[src/rtl/vram_read_streamer.sv]
// Streams a contiguous window of video RAM out of its synchronous read port
// as a valid/ready word stream, buffered through a 2-entry output FIFO.
module vram_read_streamer #(
    parameter int unsigned DATA_WIDTH = 8,
    parameter int unsigned ADDR_WIDTH = 8
) (
    input  logic                  clk,
    input  logic                  rst_n,
    input  logic                  start,
    input  logic [ADDR_WIDTH-1:0] base_addr,
    input  logic [ADDR_WIDTH:0]   length,
    output logic [ADDR_WIDTH-1:0] read_addr,
    input  logic [DATA_WIDTH-1:0] q,
    output logic [DATA_WIDTH-1:0] out_data,
    output logic                  out_valid,
    input  logic                  out_ready,
    output logic                  out_last,
    output logic                  busy,
    output logic                  done
);

    typedef enum logic [1:0] {IDLE, RUN, DRAIN} state_t;

    state_t                state;
    logic [ADDR_WIDTH-1:0] addr_cnt;
    logic [ADDR_WIDTH:0]   remaining;
    logic                  iss;
    logic                  iss_last;
    logic                  pend;
    logic                  pend_last;
    logic [DATA_WIDTH-1:0] fifo_data [2];
    logic                  fifo_last [2];
    logic                  rd_ptr;
    logic                  wr_ptr;
    logic [1:0]            count;

    logic                  pop;
    logic                  push;
    logic                  issue;
    logic                  next_pend;
    logic [1:0]            next_count;

    assign out_valid = (count != 2'd0);
    assign out_data  = fifo_data[rd_ptr];
    assign out_last  = out_valid & fifo_last[rd_ptr];

    // iss: address on read_addr not yet sampled by the RAM.
    // pend: q holds a sampled word not yet pushed; q stays stable for as long
    // as read_addr is not changed, so a pending word can wait for FIFO room.
    // A new address is only issued when the word it would displace from q is
    // certain to be pushed on the next edge, so nothing is ever dropped.
    always_comb begin
        pop        = out_valid & out_ready;
        push       = pend & ((count != 2'd2) | pop);
        next_count = count + 2'(push) - 2'(pop);
        next_pend  = iss | (pend & ~push);
        issue      = (state == RUN) & (~next_pend | (next_count <= 2'd1));
    end

    always_ff @(posedge clk or negedge rst_n) begin
        if (!rst_n) begin
            state        <= IDLE;
            addr_cnt     <= '0;
            remaining    <= '0;
            read_addr    <= '0;
            iss          <= 1'b0;
            iss_last     <= 1'b0;
            pend         <= 1'b0;
            pend_last    <= 1'b0;
            fifo_data[0] <= '0;
            fifo_data[1] <= '0;
            fifo_last[0] <= 1'b0;
            fifo_last[1] <= 1'b0;
            rd_ptr       <= 1'b0;
            wr_ptr       <= 1'b0;
            count        <= '0;
            busy         <= 1'b0;
            done         <= 1'b0;
        end else begin
            done  <= 1'b0;
            count <= next_count;
            pend  <= next_pend;
            iss   <= issue;
            iss_last <= issue & (remaining == (ADDR_WIDTH+1)'(1));
            if (iss)
                pend_last <= iss_last;
            if (pop)
                rd_ptr <= ~rd_ptr;
            if (push) begin
                fifo_data[wr_ptr] <= q;
                fifo_last[wr_ptr] <= pend_last;
                wr_ptr            <= ~wr_ptr;
            end
            if (issue) begin
                read_addr <= addr_cnt;
                addr_cnt  <= addr_cnt + 1'b1;
                remaining <= remaining - 1'b1;
            end
            case (state)
                IDLE: begin
                    if (start) begin
                        if (length != '0) begin
                            addr_cnt  <= base_addr;
                            remaining <= length;
                            busy      <= 1'b1;
                            state     <= RUN;
                        end else begin
                            done <= 1'b1;
                        end
                    end
                end
                RUN: begin
                    if (issue && remaining == (ADDR_WIDTH+1)'(1))
                        state <= DRAIN;
                end
                DRAIN: begin
                    if (pop && fifo_last[rd_ptr]) begin
                        done  <= 1'b1;
                        busy  <= 1'b0;
                        state <= IDLE;
                    end
                end
                default: state <= IDLE;
            endcase
        end
    end

endmodule

[config.mk]
export PLATFORM = sky130hd
export DESIGN_NAME = vram_read_streamer
export DESIGN_NICKNAME = d
export VERILOG_FILES = /design/src/rtl/vram_read_streamer.sv
export SDC_FILE = /design/constraint.sdc
export NUM_CORES = 1
export LEC_CHECK = 0
export CAP_MARGIN = 10
export CORE_MARGIN = 5
export CORE_UTILIZATION = 25
export CTS_CLUSTER_DIAMETER = 60
export CTS_CLUSTER_SIZE = 8
export DETAILED_ROUTE_END_ITERATION = 16
export DONT_BUFFER_PORTS = 1
export PLACE_DENSITY = 0.49
export SYNTH_ARGS = -nofsm -noshare
export SYNTH_HDL_FRONTEND = slang
export SYNTH_SLANG_ARGS = --single-unit
[constraint.sdc]
create_clock -name clk -period 2.9 [get_ports clk]
set_clock_uncertainty 0.15 [all_clocks]
set_input_delay 0.435 -clock clk [delete_from_list [all_inputs] [get_ports clk]]
set_output_delay 0.435 -clock clk [all_outputs]
set_load 0.05 [all_outputs]
Yosys cells after proc, flatten, opt, wreduce, memory -nomap -nowiden
Index checks and enable logic that the tools add are counted.

storage, ports and cells
  register bits after elaboration = 55
  bits of input ports = 29
  word-level logic and storage cells = 90

operators by class
  $add $sub $neg = 4
  $lt $le $gt $ge = 4
  eq/ne operators = 8
  mux-type cells = 33
  bitwise logic cells = 15
  reduce and logical (&&, ||, !) cells = 9

operator list
  kind                   number
  $mux W8                8
  $mux W9                4
  $bwmux W16             1
  $mux W1                10
  $eq A9 B1 Y1 const B   1
  $reduce_bool A9 Y1     1
  $sub A9 B1 Y9 const B  1
  $add A8 B1 Y8 const B  1
  $demux W8 S1           1
  $mux W2                4
  $ne A2 B2 Y1 const B   4
  $reduce_and A4 Y1      2
  $and A1 B1 Y1          6
  $pmux W2 S3            1
  $ge A2 B2 Y1 const B   2
  $not A1 Y1             4
  $not A1 Y2             2
  $pmux W1 S2            2
  $reduce_bool A2 Y1     2
  $logic_and A1 B1 Y1    3
  $or A1 B1 Y1           3
  $add A2 B1 Y2          1
  $bwmux W2              1
  $eq A2 B1 Y1 const B   1
  7 further kinds        7

Logic depth before layout (Yosys ltp)
  depth after elaboration = 14
  gate-level depth with buffers = 10

Worst setup path after synthesis
No wires, ideal clock.

  kind = register to register
  start point = reg count[1]
  end point = reg remaining[3]
  library setup time = 0.069 ns
  arrival = 2.402 ns
  data required time = 2.681 ns
  path slack = 0.278 ns
  cell stages (with the launch flop) = 11
  clock period less this slack = 2.622 ns
  path through = dfrtp_1 -> inv_1 -> o31ai_1 -> ha_1 -> inv_1 -> ha_1 -> xor3_1 -> o21a_1 -> clkbuf_1 -> or4_1 -> nand3_1

on the way
  elaborated cells on any way between the ends = 18
  those cells by class = add/sub (2); order compare (1); eq/ne (1); mux (4); bitwise (9); reduce/logical (1)

RTL lines
  what                     line  text
  start, declared          35    logic [1:0] count;
  start signal, assigned   81    count <= next_count;
  $reduce_bool A2 Y1       43    assign out_valid = (count != 2'd0);
  $and A1 B1 Y1            53    pop = out_valid & out_ready;
  $or A1 B1 Y1             54    push = pend & ((count != 2'd2) | pop);
  $and A1 B1 Y1            54
  $add A2 B1 Y2            55    next_count = count + 2'(push) - 2'(pop);
  $sub A2 B1 Y2 *          55
  named net next_count[1]  41    logic [1:0] next_count;
  $le A2 B1 Y1 *           57    issue = (state == RUN) & (~next_pend | (next_count <= 2'd1));
  $or A1 B1 Y1 *           57
  $and A1 B1 Y1 *          57
  $mux W9 *                94    if (issue) begin
  $mux W9                  102   if (length != '0) begin
  $mux W9                  101   if (start) begin
  $mux W9 *                99    case (state)
  end signal, assigned     97    remaining <= remaining - 1'b1;
  end signal, assigned     104   remaining <= length;
  end, declared            26    logic [ADDR_WIDTH:0] remaining;

The timed path passes the listed nets; every way through them passes the cells marked *.
A chain may end at the register's enable or synchronous reset.

Worst setup path after layout
  start point = reg count[1]
  end point = reg addr_cnt[3]

on the way
  elaborated cells on any way between the ends = 18
  those cells by class = add/sub (2); order compare (1); eq/ne (1); mux (4); bitwise (9); reduce/logical (1)

RTL lines
  what                     line  text
  $reduce_bool A2 Y1       43
  $and A1 B1 Y1            53
  $or A1 B1 Y1             54
  $and A1 B1 Y1            54
  $add A2 B1 Y2            55
  $sub A2 B1 Y2 *          55
  named net next_count[1]  41
  $le A2 B1 Y1 *           57
  $or A1 B1 Y1 *           57
  $and A1 B1 Y1 *          57
  $mux W8 *                94
  $mux W8                  102
  $mux W8                  101
  $mux W8 *                99
  end signal, assigned     96    addr_cnt <= addr_cnt + 1'b1;
  end signal, assigned     103   addr_cnt <= base_addr;
  end, declared            25    logic [ADDR_WIDTH-1:0] addr_cnt;

Marked as above.

==> flow_summary.toml <==
[status]
status = "complete, no violations"

[clock_tree]
cts_buffers = 5
cts_tree = "done"
clock_latency_ps = 310
root_buffer = "clkbuf_8"
path_clk_slew_ps = 110
clk_path_buf_depth = 2
post-cts-setup-buffers = 0
cts.sinks = 55
htreeDepth = 2

[worst_setup_path]
rrSetupSlack_ps = 220
r2r-start = "count[1]$_DFF_PN0_"
r2r-end = "addr_cnt[3]$_DFF_PN0_"
crit_fanout = 13
crit_path_end_kind = "register"
ff2ff_path_depth = 10
startpoint_type = "register"
crit_type = "reg -> reg"
cp.arrival_ps = 2770
crit_required_ps = 2990

[layout]
num_antenna_cells = 0
final_util = 0.296
final_area_um2 = 3060
syn2layout_area_growth_pct = 15.2
nets = 284
layout-drive-gt1-share = 0.255

[placement]
routabilityCongestion = 0.736
post-place-ws_ps = 117
placed_cell_area_um2 = 2890
numPortBuffers = 0
dp.final_hpwl_um = 4370

[hold_path]
hold_class = "in -> reg"
hold_end = "remaining[5]$_DFF_PN0_"
hp-start = "length[5]"
hold_path_depth = 2

[route]
drc = 0
routed_wl_um = 6140
via_per_inst = 4.78
dr.pass1.iters = 4
routedWlPerCell_um = 15.9
vias = 1849
antenna_left = 0
drt-initial-drc-count = 71

[timing]
slew_viol_final = 0
finalWorstSetupSlack_ps = 223
tns_ps = 0
hold_violations = 0
max_freq_ghz = 0.374
finalSetupViolCount = 0
whs_ps = 91.4
fin_crit_sh = 0.923
rsz0062_at_grt = "no"
tightest_slew_ps = 517
relSlewSlack = 0.656
min_period_ps = 2680

[die]
initial_utilization = 0.257
die_h_um = 113
rows = 37
io_pins = 49
fp.dieArea_um2 = 12800
fp.coreArea_um2 = 10300
die_w_um = 113

[logic_synthesis]
ys_seq_area_frac = 0.518
yosysUniqueCellTypes = 40
synth_seq_cells = 55
synthCells = 237
synth_nets = 271
yosys_warnings = 0
synth.avg_cell_area_um2 = 11.2
syn_area_um2 = 2660

[power]
ir_worst_vdd_v = 0.000450
p_seq_frac = 0.393
p_sw_frac = 0.452
p_sw_uw = 1860
clkPwrFrac = 0.135
pwr-share-comb = 0.471
power.leakage_uw = 0.00123
pwr_density_cell_nw_per_um2 = 1340
p_int_uw = 2250

[job]
max_cap_violations = 0

[grt]
grt_start_max_net_pins = 56
grt.overflow.total = 0
grt_pass1_vias = 1925
grt_usage = 0.0989
grt_first_pass_wirelength_um = 10300
antenna_found_initial = 0
==> through the flow <==
| stage | power (uW) | cells |
|---|---|---|
| 2_1_floorplan | 3090 | 237 |
| 3_3_place_gp | 3530 | 377 |
| 3_5_place_dp | 3560 | 377 |
| 4_1_cts | 4160 | 387 |
| 5_1_grt | 4420 | 387 |
| 6_report | 4110 | 387 |
==> worst max path at each step <==
stage,startpoint,to,slack [ps],cells after the start
finish,count[1]$_DFF_PN0_,addr_cnt[3]$_DFF_PN0_,220,10
global route,count[1]$_DFF_PN0_,remaining[7]$_DFF_PN0_,60,10
CTS,count[1]$_DFF_PN0_,addr_cnt[3]$_DFF_PN0_,80,10
detailed placement,count[1]$_DFF_PN0_,remaining[6]$_DFF_PN0_,120,10
global placement,count[1]$_DFF_PN0_,addr_cnt[2]$_DFF_PN0_,200,10
floorplan,count[1]$_DFF_PN0_,remaining[3]$_DFF_PN0_,280,10
==> power groups by stage <==
stage	combinational [uW]	sequential [uW]	clock (uW)
finish	1940	1620	556
global route	2140	1670	605
CTS	1960	1620	580
detailed placement	1920	1640	0
global placement	1910	1630	0
floorplan	1570	1520	0
==> flip-flops by register name (all words and copies together), names as in the netlist <==
signal	cells
busy	1
pend_last	1
fifo_data	16
read_addr	8
fifo_last	2
pend	1
remaining	9
count	2
addr_cnt	8
iss	1
wr_ptr	1
iss_last	1
done	1
rd_ptr	1
state	2
==> critical path: stages (launching register included) <==
cell     delay, ps
dfrtp_1        430
inv_1          100
o31ai_2        290
ha_1           270
inv_1           50
ha_1           140
xor3_1         250
o21a_2         220
buf_4          190
or3_1          340
a31oi_1        170
==> cell usage in the layout, fill, tap and decap left out, types with 2 or more instances in the layout <==
cell,instances
mux2_2,35
nand4_1,5
nand2b_1,4
nand2_1,12
ha_1,5
dfrtp_1,55
or3_1,12
o211ai_1,2
o21ai_0,17
a21oi_1,3
nor2_1,19
or4_1,4
and3_1,2
clkbuf_8,6
o311ai_0,2
xnor2_1,2
a31oi_1,12
nand3_1,8
buf_4,13
inv_1,7
or2_2,2
==> cell type report <==
cell class | count | area, um2
clock inverters | 2 | 38.8
repair buffers | 15 | 135
well taps | 136 | 170
flip-flops and latches | 55 | 1380
fillers | 1071 | 7260
multi-input cells | 166 | 1230
clock buffers | 6 | 82.6
inverters | 7 | 26.3
==> per-layer routing <==
layer,up-vias,global-route usage,wire [um],part of all wire
li1,900,-,-,-
met1,903,0.132,2830,0.46
met2,41,0.156,2870,0.47
met3,5,0.0305,390,0.064
met4,0,0.0264,50,0.0081
met5,-,0,0,0
==> cells in the mapped netlist <==
library cell	instances	area [um2]
nor2_1	19	71.3
nor3_1	1	5.00
mux2_2	35	394
and2_1	1	6.26
buf_2	3	15.0
or4_4	1	11.3
nand3_1	8	40.0
nand2b_1	4	25.0
o31a_1	1	8.76
nor4bb_1	1	10.0
a21oi_1	3	15.0
nand4_1	5	31.3
a31oi_1	12	75.1
or2_2	2	12.5
xor3_1	1	23.8
o21a_1	1	7.51
dfrtp_1	55	1380
clkbuf_1	6	22.5
o21ai_0	17	85.1
xnor2_1	2	17.5
inv_1	7	26.3
nor3b_1	1	7.51
nand3b_1	1	7.51
nor4_1	1	6.26
or3_1	12	75.1
o31ai_1	2	15.0
nand2_1	12	45.0
nand4b_1	1	8.76
o311ai_2	1	16.3
o211ai_1	2	15.0
or4bb_1	1	11.3
o21bai_1	1	7.51
o311ai_0	2	17.5
ha_1	5	62.6
mux2i_1	1	10.0
nor2b_1	1	6.26
and3_1	2	12.5
a32oi_1	1	8.76
or4_1	4	30.0
o31ai_2	1	12.5
==> what timing repair did <==
action                                 4_1_cts  5_1_grt
resized for setup                            0        2
hold buffers                                 2        0
setup endpoints to repair                    0        8
endpoints found under the hold margin       55        0
==> kinds of logic (layout without fill, tap and decap cells) <==
kind of cell / Yosys count / after routing / synth area share
flops: 55 / 55 / 0.518
compound gates: 44 / 44 / 0.107
simple gates: 78 / 78 / 0.159
buf+inv: 16 / 30 / 0.0240
mux: 36 / 36 / 0.152
fa+ha+maj: 5 / 5 / 0.0236
xor+xnor: 3 / 3 / 0.0156
(Power assumes the default switching activity.)
